$ cat src/rtl/div_pkg.sv
// div_pkg: shared state encoding, default width and counter-width helper for seq_divider
package div_pkg;
  localparam int DEF_WIDTH = 4;
  typedef enum logic [1:0] {S_IDLE, S_RUN, S_DONE} state_t;
  function automatic int clog2(input int v);
    int r;
    r = 0;
    while ((1 << r) < v) r++;
    return (r < 1) ? 1 : r;
  endfunction
endpackage

$ cat src/rtl/seq_divider_if.sv
// seq_divider_if: start/done handshake and operand/result bus of the divider
interface seq_divider_if #(parameter int WIDTH = 4);
  logic             start;
  logic [WIDTH-1:0] dividend;
  logic [WIDTH-1:0] divisor;
  logic             busy;
  logic             done;
  logic [WIDTH-1:0] quotient;
  logic [WIDTH-1:0] remainder;
  logic             div_by_zero;
  modport master (output start, dividend, divisor, input busy, done, quotient, remainder, div_by_zero);
  modport slave (input start, dividend, divisor, output busy, done, quotient, remainder, div_by_zero);
endinterface

$ cat src/rtl/div_sub_stage.sv
// div_sub_stage: ripple trial subtractor a - b as a + ~b + 1 over a full-adder chain
module div_sub_stage
  import div_pkg::*;
#(
  parameter int N = DEF_WIDTH + 1
) (
  input  logic [N-1:0] a_i,
  input  logic [N-1:0] b_i,
  output logic [N-1:0] diff_o,
  output logic         neg_o
);
  logic [N:0] c;
  assign c[0] = 1'b1;
  for (genvar i = 0; i < N; i++) begin : g_fa
    assign diff_o[i] = a_i[i] ^ ~b_i[i] ^ c[i];
    assign c[i+1]    = (a_i[i] & ~b_i[i]) | (c[i] & (a_i[i] ^ ~b_i[i]));
  end
  // No carry out of the chain means a borrow occurred: the trial result is negative.
  assign neg_o = ~c[N];
endmodule

$ cat src/rtl/seq_divider.sv
// seq_divider: sequential unsigned restoring divider, one quotient bit per clock (optional macro SEQ_DIVIDER_DBZ_EN)
module seq_divider
  import div_pkg::*;
#(
  parameter int WIDTH = DEF_WIDTH
) (
  input  logic          clk,
  input  logic          rst,
  seq_divider_if.slave  bus
);
  localparam int CW = clog2(WIDTH);
  state_t           state_q;
  logic [CW-1:0]    cnt_q;
  logic [WIDTH-1:0] q_q, div_q, quo_q, rem_q, q_d;
  logic [WIDTH:0]   r_q, r_sh, diff, r_d;
  logic             neg, busy_q, done_q, dbz_q, dbz_out_q, dbz_acc, accept;
  assign r_sh = {r_q[WIDTH-1:0], q_q[WIDTH-1]};
  div_sub_stage #(.N(WIDTH + 1)) u_sub (
    .a_i    (r_sh),
    .b_i    ({1'b0, div_q}),
    .diff_o (diff),
    .neg_o  (neg)
  );
`ifdef SEQ_DIVIDER_DBZ_EN
  assign dbz_acc = (bus.divisor == '0);
`else
  assign dbz_acc = 1'b0;
`endif
  assign accept = bus.start && (state_q != S_RUN);
  // One restoring step: keep the difference when non-negative, otherwise restore.
  always_comb begin
    r_d = neg ? r_sh : diff;
    q_d = {q_q[WIDTH-2:0], ~neg};
  end
  // FSM with counter, Q/R shift registers and registered result outputs.
  always_ff @(posedge clk or posedge rst) begin
    if (rst) begin
      state_q   <= S_IDLE;
      cnt_q     <= '0;
      q_q       <= '0;
      r_q       <= '0;
      div_q     <= '0;
      quo_q     <= '0;
      rem_q     <= '0;
      busy_q    <= 1'b0;
      done_q    <= 1'b0;
      dbz_q     <= 1'b0;
      dbz_out_q <= 1'b0;
    end else if (accept) begin
      state_q <= S_RUN;
      cnt_q   <= CW'(WIDTH - 1);
      q_q     <= bus.dividend;
      r_q     <= '0;
      div_q   <= bus.divisor;
      dbz_q   <= dbz_acc;
      busy_q  <= 1'b1;
      done_q  <= 1'b0;
    end else if (state_q == S_RUN) begin
      if (dbz_q) begin
        quo_q     <= '1;
        rem_q     <= q_q;
        dbz_out_q <= 1'b1;
        done_q    <= 1'b1;
        state_q   <= S_DONE;
      end else begin
        q_q <= q_d;
        r_q <= r_d;
        if (cnt_q == '0) begin
          quo_q     <= q_d;
          rem_q     <= r_d[WIDTH-1:0];
          dbz_out_q <= 1'b0;
          done_q    <= 1'b1;
          state_q   <= S_DONE;
        end else begin
          cnt_q <= cnt_q - CW'(1);
        end
      end
    end else begin
      done_q  <= 1'b0;
      busy_q  <= 1'b0;
      state_q <= S_IDLE;
    end
  end
  assign bus.busy        = busy_q;
  assign bus.done        = done_q;
  assign bus.quotient    = quo_q;
  assign bus.remainder   = rem_q;
  assign bus.div_by_zero = dbz_out_q;
endmodule
$ cat src/flat_wrapper.sv
// flat-port wrapper written by rule: the top's interface ports become plain ports
module seq_divider_flat import div_pkg::*;
#(
  parameter int WIDTH = DEF_WIDTH
)
  (clk, rst, bus_start, bus_dividend, bus_divisor, bus_busy, bus_done, bus_quotient, bus_remainder, bus_div_by_zero);
  seq_divider_if #(.WIDTH(WIDTH)) bus_i ();
  input  logic clk;
  input  logic rst;
  input wire logic [$bits(bus_i.start)-1:0] bus_start;
  input wire logic [$bits(bus_i.dividend)-1:0] bus_dividend;
  input wire logic [$bits(bus_i.divisor)-1:0] bus_divisor;
  output wire logic [$bits(bus_i.busy)-1:0] bus_busy;
  output wire logic [$bits(bus_i.done)-1:0] bus_done;
  output wire logic [$bits(bus_i.quotient)-1:0] bus_quotient;
  output wire logic [$bits(bus_i.remainder)-1:0] bus_remainder;
  output wire logic [$bits(bus_i.div_by_zero)-1:0] bus_div_by_zero;
  assign bus_i.start = bus_start;
  assign bus_i.dividend = bus_dividend;
  assign bus_i.divisor = bus_divisor;
  assign bus_busy = bus_i.busy;
  assign bus_done = bus_i.done;
  assign bus_quotient = bus_i.quotient;
  assign bus_remainder = bus_i.remainder;
  assign bus_div_by_zero = bus_i.div_by_zero;
  seq_divider #(.WIDTH(WIDTH)) u_core (.clk(clk), .rst(rst), .bus(bus_i));
endmodule
$ cat config.mk
export PLATFORM = sky130hd
export DESIGN_NAME = seq_divider_flat
export DESIGN_NICKNAME = d
export VERILOG_FILES = /design/src/rtl/div_pkg.sv /design/src/rtl/seq_divider_if.sv /design/src/rtl/div_sub_stage.sv /design/src/rtl/seq_divider.sv /design/src/flat_wrapper.sv
export SDC_FILE = /design/constraint.sdc
export NUM_CORES = 1
export LEC_CHECK = 0
export CAP_MARGIN = 5
export CELL_PAD_IN_SITES_DETAIL_PLACEMENT = 2
export CELL_PAD_IN_SITES_GLOBAL_PLACEMENT = 2
export CORE_ASPECT_RATIO = 1.25
export CORE_MARGIN = 5
export CORE_UTILIZATION = 37
export CTS_CLUSTER_DIAMETER = 150
export DETAILED_ROUTE_END_ITERATION = 16
export PLACE_DENSITY = 0.87
export RECOVER_POWER = 50
export SYNTH_ARGS = -nofsm -noshare
export SYNTH_HDL_FRONTEND = slang
export SYNTH_SLANG_ARGS = --single-unit
$ cat constraint.sdc
create_clock -name clk -period 5.2 [get_ports clk]
set_input_delay 1.04 -clock clk [delete_from_list [all_inputs] [get_ports clk]]
set_output_delay 1.04 -clock clk [all_outputs]
set_load 0.02 [all_outputs]
==> results.json, run 1 <==
{
  "status": "completed",
  "ir_drop_uv": 269.4,
  "num_rows": 23,
  "avgSynthCellArea_sq_um": 12.23,
  "fin_tns_setup_ns": 0,
  "dpl_cell_area_sq_um": 1445,
  "routedWlPerCell_um": 17.03,
  "drt_first_pass_iters": 4,
  "power_leakage_nw": 0.6904,
  "clkLatencyLatePin_ns": 0.27,
  "maxCapViolations": 0,
  "cp_max_fo": 4,
  "synthArstFlopShare_pct": 100.0,
  "holdWs_ns": 0.4874,
  "cts-root-buf": "clkbuf_8",
  "routed_via_density": 5.127,
  "hold_buffers": 0,
  "gp_congestion": 0.7295,
  "cts_made_buffers": 3,
  "hold_viol_final": 0,
  "grtUsageTotal_pct": 13.83,
  "core_area_sq_um": 3223,
  "cp_data_arrival_time_ns": 2.67,
  "synth_cells": 102,
  "power_density_nw_per_um2": 708.8,
  "worst_slack_ns": 2.688,
  "synth_compound_area_share_pct": 8.325,
  "synth_area_sq_um": 1247,
  "rsz0062_at_grt": "no",
  "setup_viol": 0,
  "post_cts_buffers": 0,
  "antenna_found_initial": 0,
  "grt_pass1_vias": 962,
  "finish.net_count": 138,
  "fin_crit_ns": 2.512,
  "crit_type": "reg -> reg",
  "fmax_mhz": 398.1,
  "hpwl_um": 2108,
  "post-route-period-util_pct": 48.30,
  "syn_to_final_growth_pct": 18.46,
  "grt_max_degree": 26,
  "grt_pass1_wl_um": 4650,
  "die-area_sq_um": 4640,
  "ys_seq_area_share_pct": 50.15,
  "syn-num-nets": 118,
  "clock_sinks": 25,
  "synth_top_area_cell": "dfrtp_1",
  "synthAdderAreaFrac_pct": 6.820,
  "synth_top_family_by_area": "multiplexers",
  "worstMarginPinSlew_ns": 0.9288,
  "num_io_pins": 22,
  "slew_headroom_pct": 38.01,
  "drive_gt1_share_pct": 14.05,
  "min_path_type": "reg -> reg",
  "drt-total-wl_um": 2690,
  "synth.most_common_cell": "dfrtp_1",
  "dieHeight_um": 74.92,
  "drc": 0,
  "synthTopCellsByCount": "25 x dfrtp_1, 13 x o21ai_0, 11 x inv_1, 10 x nand2_1, 7 x mux2i_1",
  "critPathLaunchType": "register",
  "ant_nets": 0,
  "cts_resized": 0,
  "required_ns": 5.36,
  "ys_ff_latch": 25,
  "stdcell_area_sq_um": 1478,
  "yosys-top-cells-area": "dfrtp_1 50%, mux2_4 7.2%, mux2i_1 5.6%, o21ai_0 5.2%, fa_1 4.8%",
  "synthFlopType": "dfrtp_1",
  "start_util_pct": 38.70,
  "dr_total_vias": 810,
  "synth_edf_count": 0,
  "drt_iter0_drc": 16,
  "cp-end-kind": "register",
  "grt-ovfl-total": 0,
  "clk_pin_slew_ns": 0.09,
  "portBuffers": 20,
  "clk_path_buf_depth": 2,
  "diodes": 0,
  "fin_skew_ns": 0.006756,
  "cts_tree": "done",
  "netlist.area_leader.share_pct": 50.15,
  "maxSlewViolCount": 0,
  "place_ws_ns": 2.689,
  "synth_mux_area_share_pct": 15.55,
  "cts-htree-levels": 1,
  "synth_xor_area_share_pct": 0,
  "synth_cell_types": 27,
  "synth-simple-area-share_pct": 11.63,
  "n_fill_cell": 342,
  "dieWidth_um": 61.94,
  "yosysWarnings": 0
}
[per-stage QoR]
step           power [mW]  instances  util [%]
2_1_floorplan      0.7770        102         -
3_3_place_gp       0.9043        154     44.84
3_5_place_dp       0.9562        154     44.84
4_1_cts             1.083        158     46.35
5_1_grt             1.139        158     45.85
6_report            1.047        158     45.85
[sequential cells by signal, indices dropped and copies added (netlist names)]
signal                count
u_core.state_q            2
u_core.div_q              4
u_core.r_q                4
u_core.q_q                4
u_core.cnt_q              2
u_core.bus.busy           1
u_core.bus.quotient       4
u_core.bus.remainder      4
[final cells by class]
class                           count  area, sq um  share of cell area, %
Sequential cell                    25        625.6                  42.34
Multi-Input combinational cell     61        515.5                  34.89
Timing Repair Buffer               20        200.2                  13.55
Tap cell                           37        46.29                  3.133
Clock buffer                        3        41.29                  2.794
Inverter                           11        41.29                  2.794
Clock inverter                      1        7.507                 0.5080
[cells in the final DEF, fill, tap and decap left out, types with 2 or more instances in the layout]
cell	Yosys	layout
inv_1	11	11
dlygate4sd3_1	0	2
ha_1	2	2
fa_1	3	3
mux2_4	6	5
clkbuf_8	1	3
mux2i_1	7	7
mux2_2	3	3
clkdlybuf4s50_1	0	18
o21ai_0	13	13
nand2_1	10	10
nand3b_1	3	4
dfrtp_1	25	25
o21ai_2	2	2
[logic make-up (layout without fill, tap and decap cells)]
| logic type | count (synthesis) | count (layout) |
|---|---|---|
| buf+inv | 16 | 35 |
| fa+ha+maj | 5 | 5 |
| compound gates | 18 | 18 |
| flops | 25 | 25 |
| mux | 16 | 16 |
| simple gates | 21 | 21 |
| other cells | 1 | 1 |
[routing by layer]
layer	wire length, um	track usage [%]
met1	1076	18.07
met2	1511	23.40
met3	71	2.058
met4	30	4.245
met5	0	0
[critical path, cell delays in order, from the launching register on]
cell     delay (ns)
dfrtp_1        0.39
inv_1          0.09
ha_1           0.15
inv_1          0.05
fa_1           0.37
fa_1           0.37
inv_1          0.08
fa_1           0.28
nor2b_1        0.21
o21ai_0        0.12
mux2_2         0.27
[power by group]
group | internal (mW) | switching [mW]
clock network | 0.0543 | 0.0623
registers | 0.294 | 0.0642
logic | 0.271 | 0.302
total | 0.619 | 0.428
[worst paths after layout]
check,start,slack (ns),to,cells past startpoint
worst max-delay path,u_core.q_q[3]$_DFFE_PP0P_,2.69,u_core.bus.remainder[3]$_DFFE_PP0P_,10
worst min-delay path,u_core.bus.remainder[2]$_DFFE_PP0P_,0.49,u_core.bus.remainder[2]$_DFFE_PP0P_,2
worst max register to register,u_core.q_q[3]$_DFFE_PP0P_,2.69,u_core.bus.remainder[3]$_DFFE_PP0P_,10
worst min register to register,u_core.bus.remainder[2]$_DFFE_PP0P_,0.49,u_core.bus.remainder[2]$_DFFE_PP0P_,2
max in group asynchronous,rst,3.21,u_core.cnt_q[1]$_DFFE_PP0P_,2
min in group asynchronous,rst,1.42,u_core.bus.quotient[0]$_DFFE_PP0P_,2
Note: power is estimated with default switching activity, not from simulation.
==> inputs of run 2 (changes only) <==
- CORE_UTILIZATION: 37 -> 31
- PLACE_DENSITY: 0.87 -> 0.78
- clock period: 5.2 -> 2.2 ns (I/O delays scaled with it)
==> results.json, run 2 (synthesized netlist as in run 1, its figures left out) <==
{
  "path_buf_inv": 3,
  "cpLargestDelayFamily": "adder cells",
  "rsz0062_at_grt": "yes",
  "most-common-layout-cells": "25 x dfrtp_1, 19 x clkdlybuf4s50_1, 9 x nand2_1",
  "fin_crit_ns": 2.325,
  "cp-end-kind": "register",
  "cts_made_buffers": 3,
  "cpMaxStageDelayCell": "dfrtp_1",
  "finalNonFillerCells": 185,
  "clk_path_buf_depth": 2,
  "cts_tree": "done",
  "r2r-start": "u_core.q_q[3]$_DFFE_PP0P_",
  "reg2reg_to": "u_core.r_q[0]$_DFFE_PP0P_",
  "critPathLaunchType": "register",
  "drt_first_pass_iters": 2,
  "grt_max_degree": 26,
  "cp_max_fo": 4,
  "setup_viol": 5,
  "min_path_type": "reg -> reg",
  "portBuffers": 20,
  "grt-ovfl-total": 0,
  "num_rows": 25,
  "cp_data_arrival_time_ns": 2.52,
  "ir_drop_uv": 796.3,
  "violations": "negative setup slack",
  "r2r_cells": 10,
  "gp_congestion": 0.7364,
  "utilization_pct": 42.96,
  "num_io_pins": 22,
  "finish.net_count": 148,
  "power_density_nw_per_um2": 1818,
  "crit_chain": "inv_2, ha_4, inv_2, fa_2, fa_2, inv_2, fa_2, nand2b_4, mux2_4, o21ai_2",
  "hold_end": "u_core.bus.remainder[2]$_DFFE_PP0P_",
  "status": "finished, violations left",
  "power_leakage_nw": 0.7575,
  "worst_slack_ns": -0.1255,
  "worst-r2r-setup-slack_ns": -0.13,
  "dieWidth_um": 66.74,
  "crit_type": "reg -> reg",
  "cts-htree-levels": 1,
  "core_area_sq_um": 3847,
  "diodes": 0,
  "drc": 0,
  "dpl_cell_area_sq_um": 1506,
  "hold_buffers": 0,
  "hpwl_um": 2123,
  "clkLatencyLatePin_ns": 0.26,
  "start_util_pct": 32.42,
  "drt-total-wl_um": 3031,
  "hold_viol_final": 0,
  "clk_pin_slew_ns": 0.08,
  "drive_gt1_share_pct": 30.53,
  "fmax_mhz": 430.0,
  "min_path_cells": 2,
  "grt_pass1_wl_um": 5154,
  "slew_headroom_pct": 8.239,
  "antenna_found_initial": 0,
  "dr_total_vias": 842,
  "maxCapViolations": 0,
  "worstHoldStart": "u_core.bus.remainder[2]$_DFFE_PP0P_",
  "syn_to_final_growth_pct": 32.50,
  "worstMarginPinSlew_ns": 1.376,
  "worst_path_largest_cell_delay_ns": 0.40,
  "die-area_sq_um": 5401,
  "grt_pass1_vias": 1031,
  "ant_nets": 0,
  "fin_skew_ns": 0.002360,
  "cts-root-buf": "clkbuf_8",
  "dp_cells": 176,
  "required_ns": 2.39,
  "maxSlewViolCount": 0,
  "dieHeight_um": 80.93,
  "stdcell_area_sq_um": 1653,
  "clock_sinks": 25,
  "routed_via_density": 4.551,
  "drt_iter0_drc": 9,
  "post-route-period-util_pct": 105.7,
  "grtUsageTotal_pct": 12.83,
  "routedWlPerCell_um": 16.38,
  "final_common_cell": "dfrtp_1"
}
## run 2: cell type report
type | instances | area, sq um
inverter | 11 | 41.29
sequential | 25 | 625.6
fill | 393 | 2195
tap | 54 | 67.56
clock buffer | 4 | 45.04
multi-input combinational | 61 | 598.1
timing repair buffer | 30 | 275.3
## run 2: stage by stage
stage | setup TNS (ns) | setup WS, ns | power, mW | hold WS (ns)
CTS | -0.2130 | -0.06360 | 2.742 | 0.4998
global route | -1.430 | -0.2419 | 3.242 | 0.5187
global placement | -0.1676 | -0.06915 | 2.218 | 0.4564
detailed placement | -1.150 | -0.2089 | 2.345 | 0.4798
finish | -0.4645 | -0.1255 | 3.005 | 0.4948
floorplan | 0 | 0.003084 | 1.846 | 0.4422
## run 2: how the worst max path moves through the flow
stage / startpoint / to / slack, ns / cells after the start
6_report: u_core.q_q[3]$_DFFE_PP0P_ / u_core.r_q[0]$_DFFE_PP0P_ / -0.13 / 10
5_1_grt: u_core.q_q[3]$_DFFE_PP0P_ / u_core.r_q[3]$_DFFE_PP0P_ / -0.24 / 9
4_1_cts: u_core.q_q[3]$_DFFE_PP0P_ / u_core.r_q[0]$_DFFE_PP0P_ / -0.06 / 10
3_5_place_dp: u_core.q_q[3]$_DFFE_PP0P_ / u_core.bus.remainder[3]$_DFFE_PP0P_ / -0.21 / 10
3_3_place_gp: u_core.q_q[3]$_DFFE_PP0P_ / u_core.bus.remainder[3]$_DFFE_PP0P_ / -0.07 / 10
2_1_floorplan: u_core.q_q[3]$_DFFE_PP0P_ / u_core.bus.remainder[3]$_DFFE_PP0P_ / 0.003 / 10
## run 2: report_power, final
part | switching (mW) | internal [mW]
Combinational | 0.889 | 0.966
Clock | 0.139 | 0.129
Sequential | 0.186 | 0.695
Total | 1.21 | 1.79
## run 2: routing by layer
metal,track usage (%),vias up,part of all wire [%]
li1,-,391,-
met1,14.09,432,40
met2,24.21,15,56
met3,2.351,4,2.9
met4,4.472,0,1.3
met5,0,-,0
## run 2: worst min-delay path: cells and delay by family (launching register included)
family,cells,cell delay [ns]
flops,1,0.35
compound gates,1,0.06
simple gates,1,0.05
## run 2: repair_timing
| item | CTS | global route |
|---|---|---|
| pin swaps | 1 | 1 |
| setup buffers | 3 | 2 |
| gates resized for setup | 10 | 15 |
| endpoints found under the hold margin | 0 | 0 |
| endpoints found under the setup margin | 10 | 10 |
==> inputs of run 3 (changes only) <==
- ABC_AREA: unset -> 1
- CORE_MARGIN: 5 -> 10
- CORE_UTILIZATION: 31 -> 27
- HOLD_SLACK_MARGIN: unset -> 0.02
- PLACE_DENSITY: 0.78 -> 0.77
==> results.json, run 3 <==
{
  "ys_ff_latch": 25,
  "drt_iter0_drc": 42,
  "clkLatencyLatePin_ns": 0.27,
  "power_leakage_nw": 0.7974,
  "worst_slack_ns": 0.007061,
  "clock_sinks": 25,
  "routedWlPerCell_um": 15.61,
  "syn-num-nets": 156,
  "dr_total_vias": 1014,
  "num_io_pins": 22,
  "path_buf_inv": 4,
  "drt_first_pass_iters": 3,
  "clk_pin_slew_ns": 0.09,
  "grt_pass1_vias": 1217,
  "worstMarginPinSlew_ns": 1.358,
  "cp_max_fo": 5,
  "synthTopCellsByCount": "54 x nand2_1, 29 x nand3_1, 25 x dfrtp_1, 13 x inv_1",
  "num_rows": 27,
  "cp-end-kind": "register",
  "p_comb_share_pct": 60.0,
  "grt_pass1_wl_um": 5865,
  "dieWidth_um": 80.12,
  "place_ws_ns": -0.1278,
  "power.share.clock_pct": 9.9,
  "synth_cells": 140,
  "routed_via_density": 4.547,
  "switching_share_pct": 47.61,
  "avgSynthCellArea_sq_um": 8.714,
  "cts_made_buffers": 3,
  "die-area_sq_um": 7623,
  "drt-total-wl_um": 3482,
  "rsz0062_at_grt": "yes",
  "clk_path_buf_depth": 2,
  "hold_viol_final": 0,
  "maxSlewViolCount": 0,
  "hpwl_um": 2619,
  "cts_tree": "done",
  "finish.net_count": 182,
  "syn_to_final_growth_pct": 32.10,
  "internal_power_mw": 1.485,
  "cpLargestDelayFamily": "adder cells",
  "start_util_pct": 27.78,
  "worst_path_largest_cell_delay_ns": 0.41,
  "dpl_cell_area_sq_um": 1485,
  "fmax_mhz": 456.0,
  "gp_congestion": 0.8177,
  "power_density_nw_per_um2": 1759,
  "synth_top_area_cell": "dfrtp_1",
  "stdcell_area_sq_um": 1612,
  "crit_chain": "inv_2, ha_4, inv_2, fa_2, fa_2, inv_2, fa_2, buf_6, nand3_4, nand3_2, nand2_1",
  "synthArstFlopShare_pct": 100.0,
  "antenna_found_initial": 0,
  "yosysWarnings": 0,
  "crit_type": "reg -> reg",
  "synth_edf_count": 0,
  "grt_max_degree": 26,
  "worst-path-stages": 11,
  "cts-root-buf": "clkbuf_8",
  "p_switching_mw": 1.349,
  "netlist.area_leader.share_pct": 51.28,
  "grt-ovfl-total": 0,
  "hold_buffers": 0,
  "critPathLaunchType": "register",
  "core_area_sq_um": 4392,
  "most-common-layout-cells": "49 x nand2_1, 25 x nand3_1, 25 x dfrtp_1",
  "synth_area_sq_um": 1220,
  "utilization_pct": 36.70,
  "ant_nets": 0,
  "drc": 0,
  "fin_crit_ns": 2.193,
  "grtUsageTotal_pct": 9.639,
  "slew_headroom_pct": 9.456,
  "synth.most_common_cell": "nand2_1",
  "r2r_cells": 11,
  "ys_seq_area_share_pct": 51.28,
  "cp_data_arrival_time_ns": 2.36,
  "min_path_type": "reg -> reg",
  "final_common_cell": "nand2_1",
  "synth_cell_types": 14,
  "design_power_total_mw": 2.835,
  "ir_drop_uv": 392.2,
  "maxCapViolations": 0,
  "cts-htree-levels": 1,
  "drive_gt1_share_pct": 18.79,
  "portBuffers": 20,
  "seqPwrFrac_pct": 30.1,
  "cpMaxStageDelayCell": "dfrtp_1",
  "required_ns": 2.37,
  "dieHeight_um": 95.15,
  "status": "completed",
  "min_path_cells": 2,
  "setup_viol": 0,
  "synthFlopType": "dfrtp_1",
  "fin_skew_ns": 0.005600,
  "yosys-top-cells-area": "dfrtp_1 51%, nand2_1 17%, nand3_1 12%, fa_1 4.9%, inv_1 4.0%",
  "post-route-period-util_pct": 99.68,
  "diodes": 0
}
run 3: cell types whose count changed in the layout (fill, tap and decap cells not counted), sizes merged, moves of 6 or more:
cell / before / now
nand2: 11 / 56
nand3: 0 / 29
o21ai: 16 / 0
mux2: 9 / 0
mux2i: 7 / 0
buf: 9 / 3
inv: 11 / 17
run 3: kinds of logic after synthesis:
family,share of synthesized area (%)
DFF,51.28
adders and majority gates,6.974
other,0.3074
and+or+nand+nor,34.15
buffers and inverters,7.282
run 3: routing by layer:
layer / vias up / wire, um / global-route usage, %
li1: 485 / - / -
met1: 510 / 1392 / 10.48
met2: 15 / 1928 / 17.76
met3: 4 / 125 / 2.354
met4: 0 / 36 / 3.088
met5: - / 0 / 0
run 3: final cells by class:
class	count	area (sq um)
Inverter	17	66.31
Fill cell	511	2780
Sequential cell	25	625.6
Clock buffer	3	41.29
Multi-Input combinational cell	95	570.5
Timing Repair Buffer	24	230.2
Clock inverter	1	5.005
Tap cell	58	72.57
run 3: path summary, 6_finish.rpt:
path	start	slack, ns	end
setup / recovery	u_core.q_q[3]$_DFFE_PP0P_	0.007	u_core.r_q[0]$_DFFE_PP0P_
hold / removal	u_core.bus.quotient[2]$_DFFE_PP0P_	0.48	u_core.bus.quotient[2]$_DFFE_PP0P_
setup reg to reg	u_core.q_q[3]$_DFFE_PP0P_	0.007	u_core.r_q[0]$_DFFE_PP0P_
hold reg to reg	u_core.bus.quotient[2]$_DFFE_PP0P_	0.48	u_core.bus.quotient[2]$_DFFE_PP0P_
max in group asynchronous	rst	0.35	u_core.bus.remainder[3]$_DFFE_PP0P_
min in group asynchronous	rst	1.05	u_core.q_q[2]$_DFFE_PP0P_
run 3: power by group through the flow:
stage | sequential, mW | combinational (mW) | clock, mW
after CTS | 0.854 | 1.66 | 0.290
after detailed placement | 0.853 | 1.47 | 0
after global routing | 0.886 | 1.93 | 0.307
after global placement | 0.833 | 1.34 | 0
after floorplan | 0.926 | 0.855 | 0
final | 0.853 | 1.70 | 0.281
run 3: repair_timing:
action	CTS	global route
endpoints found under the hold margin	0	0
setup endpoints to repair	10	10
pin swaps	5	9
cloned	0	0
buffers inserted	1	1
gates resized for setup	17	3
run 3: per-stage QoR:
stage / hold slack (ns) / cells / setup TNS (ns)
3_3_place_gp: 0.4549 / 217 / 0
5_1_grt: 0.5152 / 223 / -0.3347
2_1_floorplan: 0.4419 / 140 / 0
3_5_place_dp: 0.4633 / 217 / -1.028
4_1_cts: 0.4854 / 222 / 0
6_report: 0.4774 / 223 / 0
run 3: tightest hold or removal path, stage by stage, from the launching register on:
cell and delay, ns:
dfrtp_1 0.35, nand2_1 0.05, nand2_1 0.05
